File: src/rtl/pkt_readout_pkg.sv
// Shared state encoding and datapath widths for the FPGA -> EZ-USB readout sequencer.
package pkt_readout_pkg;

   localparam int SUBWORDS = 8;
   localparam int WORD_W   = 16;
   localparam int FIFO_W   = 128;
   localparam int SUB_W    = $clog2(SUBWORDS);

   typedef enum logic [2:0] {
      ST_IDLE,
      ST_LOAD,
      ST_SEND,
      ST_ARM,
      ST_RELEASE
   } state_e;

endpackage

File: src/rtl/pkt_word_serializer.sv
// Holds one 128-bit FIFO word and presents it as 16-bit subwords, LSB word first.
module pkt_word_serializer
   import pkt_readout_pkg::*;
(
   input  logic              ifclk,
   input  logic              reset_n,
   input  logic              load_i,
   input  logic              advance_i,
   input  logic [FIFO_W-1:0] data_i,
   output logic [WORD_W-1:0] word_o,
   output logic [SUB_W-1:0]  sub_o
);

   logic [FIFO_W-1:0] buf_q, buf_d;
   logic [SUB_W-1:0]  sub_q, sub_d;

   // A load always restarts at subword 0, so it takes priority over advance.
   always_comb begin
      buf_d = buf_q;
      sub_d = sub_q;
      if (load_i) begin
         buf_d = data_i;
         sub_d = '0;
      end else if (advance_i) begin
         sub_d = sub_q + SUB_W'(1);
      end
   end

   // NOTE: buf_q is a plain register, not a RAM, so it is reset; that is what makes usb_di read 0 out of reset.
   always_ff @(posedge ifclk) begin
      if (!reset_n) begin
         buf_q <= '0;
         sub_q <= '0;
      end else begin
         buf_q <= buf_d;
         sub_q <= sub_d;
      end
   end

   assign word_o = buf_q[WORD_W*sub_q +: WORD_W];
   assign sub_o  = sub_q;

endmodule

File: src/rtl/pkt_readout_ctrl.sv
// Readout sequencer: FWFT FIFO -> 16-bit USB words, cut into packets closed with PKTEND.
// Optional PKTEND watchdog enabled by defining PKT_READOUT_TIMEOUT_EN.
module pkt_readout_ctrl
   import pkt_readout_pkg::*;
#(
   parameter int PKTEND_TIMEOUT = 65535
)(
   input  logic              ifclk,
   input  logic              reset_n,
   input  logic              enable,
   input  logic [15:0]       pkt_len,
   input  logic [FIFO_W-1:0] fifo_do,
   input  logic              fifo_empty,
   output logic              fifo_rden,
   output logic [WORD_W-1:0] usb_di,
   output logic              usb_di_valid,
   input  logic              usb_di_ready,
   output logic              pktend_arm,
   input  logic              pktend_n,
   output logic [15:0]       pkt_count,
   output logic              busy,
   output logic              tmo_err
);

   if (PKTEND_TIMEOUT < 1 || PKTEND_TIMEOUT > 65535) begin : g_bad_timeout
      $error("PKTEND_TIMEOUT must be within 1..65535");
   end

   state_e           state_q, state_d;
   logic [15:0]      len_q, len_d;
   logic [15:0]      wcnt_q, wcnt_d;
   logic [15:0]      cnt_q, cnt_d;
   logic             paused_q, paused_d;
   logic             ser_load, ser_adv;
   logic [SUB_W-1:0] sub;
   logic             xfer, pkt_end, tmo_hit;

   pkt_word_serializer u_ser (
      .ifclk     (ifclk),
      .reset_n   (reset_n),
      .load_i    (ser_load),
      .advance_i (ser_adv),
      .data_i    (fifo_do),
      .word_o    (usb_di),
      .sub_o     (sub)
   );

   assign xfer    = (state_q == ST_SEND) && !paused_q && usb_di_ready;
   assign pkt_end = xfer && (len_q != 16'd0) && (wcnt_q + 16'd1 == len_q);

`ifdef PKT_READOUT_TIMEOUT_EN
   localparam logic [15:0] TMO_LIMIT = 16'(PKTEND_TIMEOUT);
   logic [15:0] wdog_q;
   logic        tmo_err_q;

   // Fires on the PKTEND_TIMEOUT-th consecutive ARM cycle.
   assign tmo_hit = (state_q == ST_ARM) && (wdog_q + 16'd1 == TMO_LIMIT);

   always_ff @(posedge ifclk) begin
      if (!reset_n) begin
         wdog_q    <= '0;
         tmo_err_q <= 1'b0;
      end else begin
         wdog_q <= (state_q == ST_ARM) ? wdog_q + 16'd1 : 16'd0;
         if (tmo_hit) tmo_err_q <= 1'b1;
      end
   end

   assign tmo_err = tmo_err_q;
`else
   assign tmo_hit = 1'b0;
   assign tmo_err = 1'b0;
`endif

   // NOTE: every signal written here gets its default first, so no path can infer a latch.
   always_comb begin
      state_d   = state_q;
      len_d     = len_q;
      wcnt_d    = wcnt_q;
      cnt_d     = cnt_q;
      paused_d  = paused_q;
      ser_load  = 1'b0;
      ser_adv   = 1'b0;
      fifo_rden = 1'b0;

      case (state_q)
         ST_IDLE: begin
            if (enable && !fifo_empty) begin
               len_d   = pkt_len;
               wcnt_d  = '0;
               state_d = ST_LOAD;
            end
         end
         ST_LOAD: begin
            if (!fifo_empty) begin
               fifo_rden = 1'b1;
               ser_load  = 1'b1;
               paused_d  = 1'b0;
               state_d   = ST_SEND;
            end else if (!enable) begin
               state_d = ST_IDLE;
            end
         end
         ST_SEND: begin
            if (paused_q) begin
               if (enable) paused_d = 1'b0;
            end else if (xfer) begin
               ser_adv = 1'b1;
               wcnt_d  = wcnt_q + 16'd1;
               if (pkt_end) begin
                  state_d = ST_ARM;
               end else if (sub == SUB_W'(SUBWORDS - 1)) begin
                  if (!fifo_empty) begin
                     fifo_rden = 1'b1;
                     ser_load  = 1'b1;
                     paused_d  = !enable;
                  end else begin
                     state_d = ST_LOAD;
                  end
               end else begin
                  // A pause only takes hold once the pending word has been accepted.
                  paused_d = !enable;
               end
            end
         end
         ST_ARM: begin
            if (!pktend_n || tmo_hit) state_d = ST_RELEASE;
         end
         ST_RELEASE: begin
            cnt_d    = cnt_q + 16'd1;
            wcnt_d   = '0;
            len_d    = pkt_len;
            paused_d = 1'b0;
            state_d  = (sub != '0) ? ST_SEND : ST_LOAD;
         end
         default: state_d = ST_IDLE;
      endcase
   end

   always_ff @(posedge ifclk) begin
      if (!reset_n) begin
         state_q  <= ST_IDLE;
         len_q    <= '0;
         wcnt_q   <= '0;
         cnt_q    <= '0;
         paused_q <= 1'b0;
      end else begin
         state_q  <= state_d;
         len_q    <= len_d;
         wcnt_q   <= wcnt_d;
         cnt_q    <= cnt_d;
         paused_q <= paused_d;
      end
   end

   assign usb_di_valid = (state_q == ST_SEND) && !paused_q;
   assign pktend_arm   = (state_q == ST_ARM);
   assign busy         = (state_q != ST_IDLE);
   assign pkt_count    = cnt_q;

endmodule

File: config.mk
export PLATFORM = sky130hd
export DESIGN_NAME = pkt_readout_ctrl
export DESIGN_NICKNAME = d
export VERILOG_FILES = /design/src/rtl/pkt_readout_pkg.sv /design/src/rtl/pkt_word_serializer.sv /design/src/rtl/pkt_readout_ctrl.sv
export SDC_FILE = /design/constraint.sdc
export NUM_CORES = 1
export LEC_CHECK = 0
export CELL_PAD_IN_SITES_DETAIL_PLACEMENT = 1
export CELL_PAD_IN_SITES_GLOBAL_PLACEMENT = 2
export CORE_AREA = 3 3 183 185
export CTS_CLUSTER_SIZE = 25
export DETAILED_ROUTE_END_ITERATION = 16
export DIE_AREA = 0 0 186 188
export GPL_TIMING_DRIVEN = 0
export PLACE_DENSITY = 0.72
export SLEW_MARGIN = 0
export SYNTH_ARGS = -nofsm -noshare
export SYNTH_HDL_FRONTEND = slang
export SYNTH_HIERARCHICAL = 1
export SYNTH_SLANG_ARGS = --single-unit
File: constraint.sdc
create_clock -name ifclk -period 5.3 [get_ports ifclk]
set_input_delay 1.06 -clock ifclk [delete_from_list [all_inputs] [get_ports ifclk]]
set_output_delay 1.06 -clock ifclk [all_outputs]
set_load 0.05 [all_outputs]
# Word-level counts from Yosys, hierarchy flattened
# Index checks and enable logic that the tools add are counted.
# W data, S select, Z words.
# classes
n_addsub	3
eq_ne	14
shifts	1
muxes	34
bitwise_logic	1
n_reduce_logical	20
# ops
cell	n
$shiftx A128 B8 Y16	1
$mux W16	4
$pmux W16 S3	1
$add A16 B1 Y16 const B	2
$pmux W16 S2	1
$mux W3	9
$eq A16 B16 Y1	1
$reduce_bool A16 Y1	1
$mux W1	15
$pmux W3 S5	1
$reduce_bool A3 Y1	4
$ne A2 B2 Y1 const B	5
$reduce_and A7 Y1	1
$eq A3 B2 Y1 const B	2
$eq A3 B3 Y1 const B	2
$ne A3 B3 Y1 const B	2
$logic_and A1 B1 Y1	5
$reduce_and A2 Y1	2
$reduce_and A4 Y1	1
$add A3 B1 Y3 const B	1
$eq A3 B1 Y1 const B	1
$logic_not A1 Y1	3
$logic_not A3 Y1	1
$ne A3 B2 Y1 const B	1
6 further kinds	6
# totals
reg_bits	183
out_inout_bits	37
elab_cells	80

# Logic depth before layout (Yosys ltp)
# Gate-level depths: netlist of the first run.
# logic_depth
word_depth	10
mapped_depth	13
depth_no_buf	9

# By module
# The synthesis of the first run kept the hierarchy.
# by_module_without_submodules
module	n_inst	cells_each	area_each_um2	seq_area_each_um2
pkt_word_serializer	1	483	5963.2	2622.5
pkt_readout_ctrl	1	379	2970.3	1041.0

# Worst setup path after synthesis of the first run
# No wires, ideal clock.
# synth_path
kind	flip-flop to flip-flop
start	register state_q[1]
end	register u_ser.buf_q[108]
setup_time_ns	0.116
arrival_ns	3.701
required_ns	5.184
path_slack_ns	1.483
path_stages_with_launch	12
period_less_slack_ns	3.817
cell_sequence	dfxtp_1 nor4b_4 nand2_2 inv_2 clkbuf_1 nand4_1 o32ai_1 clkbuf_1 buf_2 buf_2 mux2i_1 nor2b_1
# synth_via
elab_chain_len	9
elab_cells_between_ends	10
classes_between	eq/ne (2); mux (4); reduce/logical (4)
# synth_lines
element	line	rtl
start, declared	pkt_readout_ctrl.sv:29	state_e state_q, state_d;
start signal, assigned	pkt_readout_ctrl.sv:148	state_q <= state_d;
$eq A3 B2 Y1 (*)	--	
$logic_and A1 B1 Y1 (*)	--	
net usb_di_valid	pkt_readout_ctrl.sv:16	output logic usb_di_valid,
$logic_and A1 B1 Y1 (*)	pkt_readout_ctrl.sv:48	assign xfer = (state_q == ST_SEND) && !paused_q && usb_di_ready;
$logic_and A1 B1 Y1 (2 in series)	pkt_readout_ctrl.sv:49	assign pkt_end = xfer && (len_q != 16'd0) && (wcnt_q + 16'd1 == len_q);
$mux W1	pkt_readout_ctrl.sv:110	if (pkt_end) begin
$mux W1 (*)	pkt_readout_ctrl.sv:107	end else if (xfer) begin
$mux W1 (*)	pkt_readout_ctrl.sv:105	if (paused_q) begin
$pmux W1 S2 (*)	pkt_readout_ctrl.sv:86	case (state_q)
net fifo_rden	pkt_readout_ctrl.sv:14	output logic fifo_rden,
end signal, assigned	pkt_word_serializer.sv:35	buf_q <= buf_d;
end, declared	pkt_word_serializer.sv:14	logic [FIFO_W-1:0] buf_q, buf_d;
# Mark *: on every way through the listed nets, which the timed path passes. The rest lies on a longest branch.
# A chain may end at the register's enable or synchronous reset.

# Final worst setup path of the first run
# layout_path
start	input usb_di_ready
end	output fifo_rden
# layout_via
elab_chain_len	7
# layout_lines
element	line	rtl
start, declared	pkt_readout_ctrl.sv:17	input logic usb_di_ready,
$logic_and A1 B1 Y1 (*)	pkt_readout_ctrl.sv:48	
$logic_and A1 B1 Y1 (2 in series)	pkt_readout_ctrl.sv:49	
$mux W1	pkt_readout_ctrl.sv:110	
$mux W1 (*)	pkt_readout_ctrl.sv:107	
$mux W1 (*)	pkt_readout_ctrl.sv:105	
$pmux W1 S2 (*)	pkt_readout_ctrl.sv:86	
end, declared	pkt_readout_ctrl.sv:14	
# Mark *: on every way between the ends. The rest lies on a longest branch, timed or not.

==> impl_metrics.csv, run 1 <==
group,metric,value,unit
run_status,status,"finished, final reports clean",
clock_tree,cts-root-buf,"clkbuf_16",
floorplanning,std_cell_rows,66,
logic_synthesis,synth_top_family_by_area,"multiplexers",
placed_design,place_congestion,0.7680,
power,report.power.total,4.263,mW
clock_tree,tritoncts_clock_tree,"done",
clock_tree,worstSkewPairLatency,0.45,ns
placed_design,dp_worst_setup_slack,0.06909,ns
floorplanning,initial_utilization,27.74,%
clock_tree,clkSlewWorstSetupHoldPaths,0.07,ns
final_layout,layout.area.seq,3664,um2
critical_path,critPathBufInv,3,
power,p_comb_share,31.1,%
placed_design,placed_cells,1455,
logic_synthesis,synthTopCellsByArea,"dfxtp_1, mux2i_1, nor2b_1",
power,power.ir.vdd_worst,0.0002470,V
final_layout,post_route_cells_drive_above_1_share,8.341,%
critical_path,crit_path_cell_trace,"clkdlybuf4s50_1 -> nand2_2 -> inv_2 -> nand4_1 -> or4_4 -> nor4_4 -> o32ai_1 -> clkdlybuf4s50_1",
timing,post-route-min-period,5.034,ns
logic_synthesis,synth_largest_area_cell,"dfxtp_1",
final_layout,fin_cells,1487,
final_layout,fin_area,11890,um2
logic_synthesis,synth.mux.area_fraction,25.87,%
global_routing,grt.total_usage,16.61,%
detailed_routing,via_count,7061,
logic_synthesis,proportion_of_synthesized_chip_area_in_sequential_cells,41.01,%
detailed_routing,drt_first_iter_violations,219,
critical_path,critical_path_depth,8,
timing,maxSlewViolCount,0,
detailed_routing,drt_wl_total,29.05,mm
timing,final_min_period_over_clock_period,94.99,%
logic_synthesis,yosys_most_used_dff,"dfxtp_1",
detailed_routing,drtPass1Iterations,4,
critical_path,worst-r2r-cell-count,13,
final_layout,utilization,36.91,%
power,share_seq_of_total_power,38.6,%
critical_path,r2r_start,"wcnt_q[1]$_SDFFE_PN0P_",
global_routing,grt_start_max_net_pins,20,
logic_synthesis,postSynthRegisterBits,183,
global_routing,via_count_of_the_first_global_routing_pass,7326,
timing,max_freq,198.6,MHz
logic_synthesis,synth_compound_area_share,5.882,%
critical_path,cp_common_cell,"clkdlybuf4s50_1",
critical_path,setup.worst_path.start,"usb_di_ready",
critical_path,timing.critical_path.required,4.24,ns
logic_synthesis,post_synth.cell_area_avg,10.36,um2
timing,rsz0062_at_grt,"false",
clock_tree,cts_inserted_buffers,17,
final_layout,area_growth,33.05,%
logic_synthesis,synth-simple-area-share,20.01,%
global_routing,first_pass_grt_wire_length,43.81,mm
critical_path,critical_path.top_delay_family,"buffers and inverters",
critical_path,crit_path_to,"fifo_rden",
detailed_routing,vias_per_cell,4.748,
critical_path,regToRegSetupSlack,1.41,ns
floorplanning,fp.coreArea,32210,um2
final_layout,layout.filler_cells,3621,
placed_design,io_buffer_count,185,
floorplanning,die-area,34970,um2
critical_path,cp_slowest_cell,"clkdlybuf4s50_1",
critical_path,worst_setup_path_end_kind,"primary output",
detailed_routing,route.detailed.wl_per_inst,19.53,um
timing,hold_ws,0.4952,ns
logic_synthesis,netlist_area,8934,um2
logic_synthesis,fraction_of_registers_with_async_set_or_reset_after_synthesis,0,%
timing,final-setup-viol-count,0,
logic_synthesis,syn-num-nets,1015,
worst_hold_path,hold_path_startpoint,"pkt_count[15]$_SDFFE_PN0P_",
critical_path,critPathKind,"in2out",
critical_path,r2r-end,"u_ser/sub_o[2]$_SDFFE_PP0P_",
detailed_routing,route.detailed.drc,0,
final_layout,multi_input_area,4970,um2
power,clock_power_share,30.3,%
clock_tree,clkSinkCount,183,
timing,layout_setup_ws,0.2657,ns
clock_tree,cts-root-to-sink-buffers,2,
timing,fin_worst_skew,0.01624,ns
detailed_routing,detail-route-antenna-nets,0,
logic_synthesis,synth_warnings,6,
power,switching_power,1.481,mW
critical_path,crit_path_start_kind,"input pin",
logic_synthesis,synth_xor_area_share,3.403,%
clock_tree,level_count_of_the_clock_h_tree,4,
worst_hold_path,worst_hold_path_type,"reg2reg",
final_layout,final_nets,1219,
timing,timing.setup.tns,0,ns
power,internal_power,2.782,mW
placed_design,post_detailed_placement_cell_area,11300,um2
critical_path,largest_fanout_on_the_critical_path,10,
power,p_per_area,358.6,nW/um2
placed_design,dp_hpwl,22.17,mm
global_routing,overflow,0,
critical_path,worst_path_largest_cell_delay,0.76,ns
power,power.switching_fraction,34.75,%
floorplanning,dieHeight,188,um
global_routing,antenna_found_initial,6,
timing,final_hold_viol_count,0,
logic_synthesis,synth.distinct_cells,57,
floorplanning,die_width,186,um
clock_tree,cts-hold-fix-buffers,0,
power,power_leakage,4.115,nW
logic_synthesis,synth-adder-area-share,0.4202,%
timing,relSlewSlack,53.27,%
critical_path,wp_data_arrival,3.97,ns
final_layout,diode_insertion_count_for_antenna_repair,0,
logic_synthesis,synth_edf_count,0,
floorplanning,num_io_pins,187,
flow_run,max_cap_violations,0,
logic_synthesis,synth.top_cell.area_share,41.01,%
timing,worst_pin_slew,0.6963,ns
logic_synthesis,postSynthCellCount,862,
==> flip-flops by register name (all words and copies together) (netlist names) <==
name,flops
wcnt_q,16
pkt_count,16
paused_q,1
len_q,16
u_ser/sub_o,3
state_q,3
u_ser/buf_q,128
==> how the worst min path moves through the flow <==
stage	to	depth (start not counted)
6_report	pkt_count[15]$_SDFFE_PN0P_	2
5_1_grt	len_q[4]$_SDFFE_PN0P_	2
4_1_cts	len_q[2]$_SDFFE_PN0P_	2
3_5_place_dp	len_q[2]$_SDFFE_PN0P_	2
3_3_place_gp	pkt_count[15]$_SDFFE_PN0P_	2
2_1_floorplan	len_q[14]$_SDFFE_PN0P_	2
==> timing repair <==
item,in CTS,in global routing
setup endpoints to repair,0,1
setup buffers,0,0
resized for setup,0,2
==> cells in the final DEF (no fill, tap or decap), types with 6 or more instances in the layout <==
master and count:
clkdlybuf4s50_1 185, dfxtp_1 183, nor2b_1 131, mux2i_1 130, nand2_1 63, nor2_1 39, a21oi_1 39, clkbuf_1 36
mux4_1 26, buf_2 18, mux2_2 17, clkbuf_16 17, xor2_1 16, xnor2_1 16, o21ai_0 13, nand3_1 12
or3_1 10, nor3_1 10, nand4_1 9, nor4_1 8, and3_1 7, mux4_2 6
==> cells in the mapped netlist (12+ instances only) <==
| cell | instances |
|---|---|
| o21ai_0 | 13 |
| dfxtp_1 | 183 |
| mux2_2 | 17 |
| buf_2 | 18 |
| nand2_1 | 63 |
| xnor2_1 | 16 |
| clkbuf_1 | 36 |
| xor2_1 | 16 |
| nand3_1 | 12 |
| a21oi_1 | 39 |
| mux4_1 | 26 |
| nor2_1 | 39 |
| nor2b_1 | 131 |
| mux2i_1 | 130 |
==> cell type report <==
type,instances,share of cell area [%]
multi-input combinational,614,41.81
tap,408,4.295
inverter,5,0.1579
buffer,60,2.379
sequential,183,30.82
timing repair buffer,185,15.58
clock buffer,18,3.611
clock inverter,14,1.347
==> layer usage <==
metal | track usage, % | vias up | share of wire, %
met5 | 0 | - | 0.28
met4 | 2.836 | 12 | 0.82
met3 | 5.432 | 24 | 5.6
met2 | 28.68 | 149 | 49
met1 | 20.44 | 3403 | 44
li1 | - | 3473 | -
==> kinds of logic after synthesis <==
logic type,after synthesis
xor+xnor,33
buf+inv,65
flops,183
compound gates,85
mux,179
other cells,1
fa+ha+maj,3
simple gates,313
==> power by group through the flow <==
stage	clock network (mW)	registers [mW]	logic, mW
finish	1.29	1.64	1.33
detailed placement	0	1.68	1.34
floorplan	0	1.64	0.915
CTS	1.34	1.65	1.35
global route	1.40	1.67	1.44
global placement	0	1.67	1.32
==> worst register-to-register path: stages, from the launching register on <==
cell	delay [ns]
dfxtp_1	0.44
ha_1	0.18
buf_2	0.24
nand3_1	0.23
nor3_1	0.50
o211a_2	0.28
o32ai_1	0.12
nor4_4	0.43
o32ai_1	0.28
clkbuf_1	0.17
buf_2	0.25
buf_2	0.31
nand2b_1	0.25
a21oi_1	0.16
Power figures use the tool's default switching activity.
==> run 2: changes to the inputs <==
ABC_CLOCK_PERIOD_IN_PS = 5300   (was unset)
DONT_BUFFER_PORTS = 1   (was unset)
PLACE_DENSITY = 0.61   (was 0.72)
==> impl_metrics.csv, run 2 (synthesis gave the netlist of run 1 again) <==
group,metric,value,unit
global_routing,grt.total_usage,16.34,%
final_layout,mostFrequentLayoutCell,"dfxtp_1",
timing,max_freq,216.8,MHz
detailed_routing,route.detailed.wl_per_inst,21.89,um
final_layout,final_nets,1036,
clock_tree,post-cts-setup-buffers,0,
critical_path,setup.worst_path.start,"state_q[1]$_SDFFE_PN0P_",
global_routing,groute.layer.met2.usage,27.79,%
critical_path,r2r-end,"u_ser/buf_q[8]$_SDFFE_PN0P_",
clock_tree,cts_inserted_buffers,17,
global_routing,grt_start_max_net_pins,17,
timing,rsz0062_at_grt,"false",
critical_path,crit_path_start_kind,"flip-flop",
detailed_routing,drt_first_iter_violations,206,
clock_tree,tritoncts_clock_tree,"done",
worst_hold_path,worst_hold_path_type,"reg2reg",
placed_design,placed_cells,1272,
final_layout,post_route_cells_drive_above_1_share,10.28,%
critical_path,critPathKind,"reg2out",
power,p_per_area,413.7,nW/um2
detailed_routing,route.detailed.drc,0,
clock_tree,cts-root-to-sink-buffers,2,
timing,final-setup-viol-count,0,
floorplanning,num_io_pins,187,
floorplanning,fp.coreArea,32210,um2
placed_design,place_congestion,0.7392,
critical_path,regToRegSetupSlack,0.81,ns
global_routing,grt_most_used_layer,"met2",
power,power.ir.vdd_worst,0.0002605,V
clock_tree,clkSlewWorstSetupHoldPaths,0.07,ns
critical_path,worst-r2r-cell-count,13,
flow_run,max_cap_violations,0,
floorplanning,dieHeight,188,um
detailed_routing,via_count,6431,
placed_design,dp_hpwl,21.78,mm
floorplanning,die-area,34970,um2
clock_tree,worstSkewPairLatency,0.44,ns
clock_tree,clkSinkCount,183,
timing,timing.setup.tns,0,ns
critical_path,timing.critical_path.required,4.24,ns
floorplanning,initial_utilization,27.74,%
timing,worst_pin_slew,0.8234,ns
worst_hold_path,hold_path_startpoint,"len_q[15]$_SDFFE_PN0P_",
clock_tree,cts-hold-fix-buffers,0,
global_routing,met3_usage,7.468,%
timing,fin_worst_skew,0.008727,ns
placed_design,io_buffer_count,0,
global_routing,overflow,0,
final_layout,fin_cells,1304,
critical_path,worst_setup_path_end_kind,"primary output",
critical_path,largest_fanout_on_the_critical_path,10,
clock_tree,cts-root-buf,"clkbuf_16",
global_routing,gr-usage-met1,18.62,%
power,power_leakage,3.450,nW
floorplanning,std_cell_rows,66,
global_routing,via_count_of_the_first_global_routing_pass,6743,
timing,final_hold_viol_count,0,
timing,maxSlewViolCount,0,
detailed_routing,drt_wl_total,28.54,mm
critical_path,crit_path_to,"fifo_rden",
floorplanning,die_width,186,um
clock_tree,post_cts_resize_count,0,
final_layout,layout_common_cells,"dfxtp_1, nor2b_1, mux2i_1",
global_routing,antenna_found_initial,5,
detailed_routing,detail-route-antenna-nets,0,
final_layout,largest_register,"u_ser/buf_q",
timing,final_min_period_over_clock_period,87.04,%
final_layout,number_of_flip_flops_under_the_largest_register_name,128,
detailed_routing,vias_per_cell,4.932,
critical_path,wp_data_arrival,3.55,ns
run_status,status,"finished, final reports clean",
timing,relSlewSlack,44.88,%
global_routing,first_pass_grt_wire_length,42.21,mm
final_layout,layout.filler_cells,3678,
timing,post-route-min-period,4.613,ns
detailed_routing,drtPass1Iterations,6,
final_layout,area_growth,13.01,%
clock_tree,level_count_of_the_clock_h_tree,4,
critical_path,r2r_start,"state_q[1]$_SDFFE_PN0P_",
-- run 2: changes by cell type in the layout (fill, tap and decap cells not counted), sizes merged, moves of 2 or more --
| cell | change |
|---|---|
| inv | -2 |
| clkinvlp | -2 |
| buf | +2 |
| bufinv | +3 |
| clkdlybuf4s50 | -185 |
-- run 2: area by class of cell --
cell class	count	area, um2	share of cell area (%)
multi-input cells	614	4977	49.30
inverters	5	18.77	0.1859
plain buffers	60	281.5	2.788
diodes	1	2.502	0.02479
clock inverters	12	166.4	1.648
repair buffers	2	22.52	0.2231
well taps	408	510.5	5.056
flip-flops and latches	183	3664	36.29
clock buffers	19	452.9	4.486
-- run 2: per-stage QoR --
| stage | instance area [um2] | worst slack [ns] | hold WS (ns) | power (mW) | utilization, % |
|---|---|---|---|---|---|
| floorplan | 8934 | 1.483 | 0.4605 | 2.553 | - |
| global placement | 9444 | 0.09542 | 0.4832 | 2.840 | 29.32 |
| detailed placement | 9474 | 0.7687 | 0.4860 | 2.867 | 29.42 |
| CTS | 10090 | 0.6036 | 0.4946 | 4.260 | 31.34 |
| global route | 10090 | 0.4495 | 0.5070 | 4.413 | 31.34 |
| finish | 10100 | 0.6867 | 0.4947 | 4.177 | 31.35 |
-- run 2: critical path, cell delays in order, from the launching register on --
cell,delay (ns)
dfxtp_1,0.47
nor4b_4,0.74
nand2_2,0.36
inv_2,0.25
nand4_1,0.12
or4_4,0.51
nor4_4,0.32
o32ai_2,0.15
buf_6,0.19
-- run 2: per-layer routing --
layer	part of all wire (%)	wire length, um
met5	0.21	60
met3	8.5	2439
met4	1.4	402
met1	41	11610
met2	49	14030
-- run 2: report_power, final --
part	total, mW	switching (mW)	internal [mW]	leakage, nW
sequential	1.65	0.112	1.54	1.48
clock	1.36	0.587	0.776	0.308
combinational	1.16	0.691	0.474	1.66
total	4.18	1.39	2.79	3.45
-- run 2: worst min path at each step --
stage	end	cells after the start
floorplan	len_q[14]$_SDFFE_PN0P_	2
global placement	len_q[15]$_SDFFE_PN0P_	2
detailed placement	len_q[15]$_SDFFE_PN0P_	2
CTS	len_q[15]$_SDFFE_PN0P_	2
global route	len_q[15]$_SDFFE_PN0P_	2
finish	len_q[15]$_SDFFE_PN0P_	2
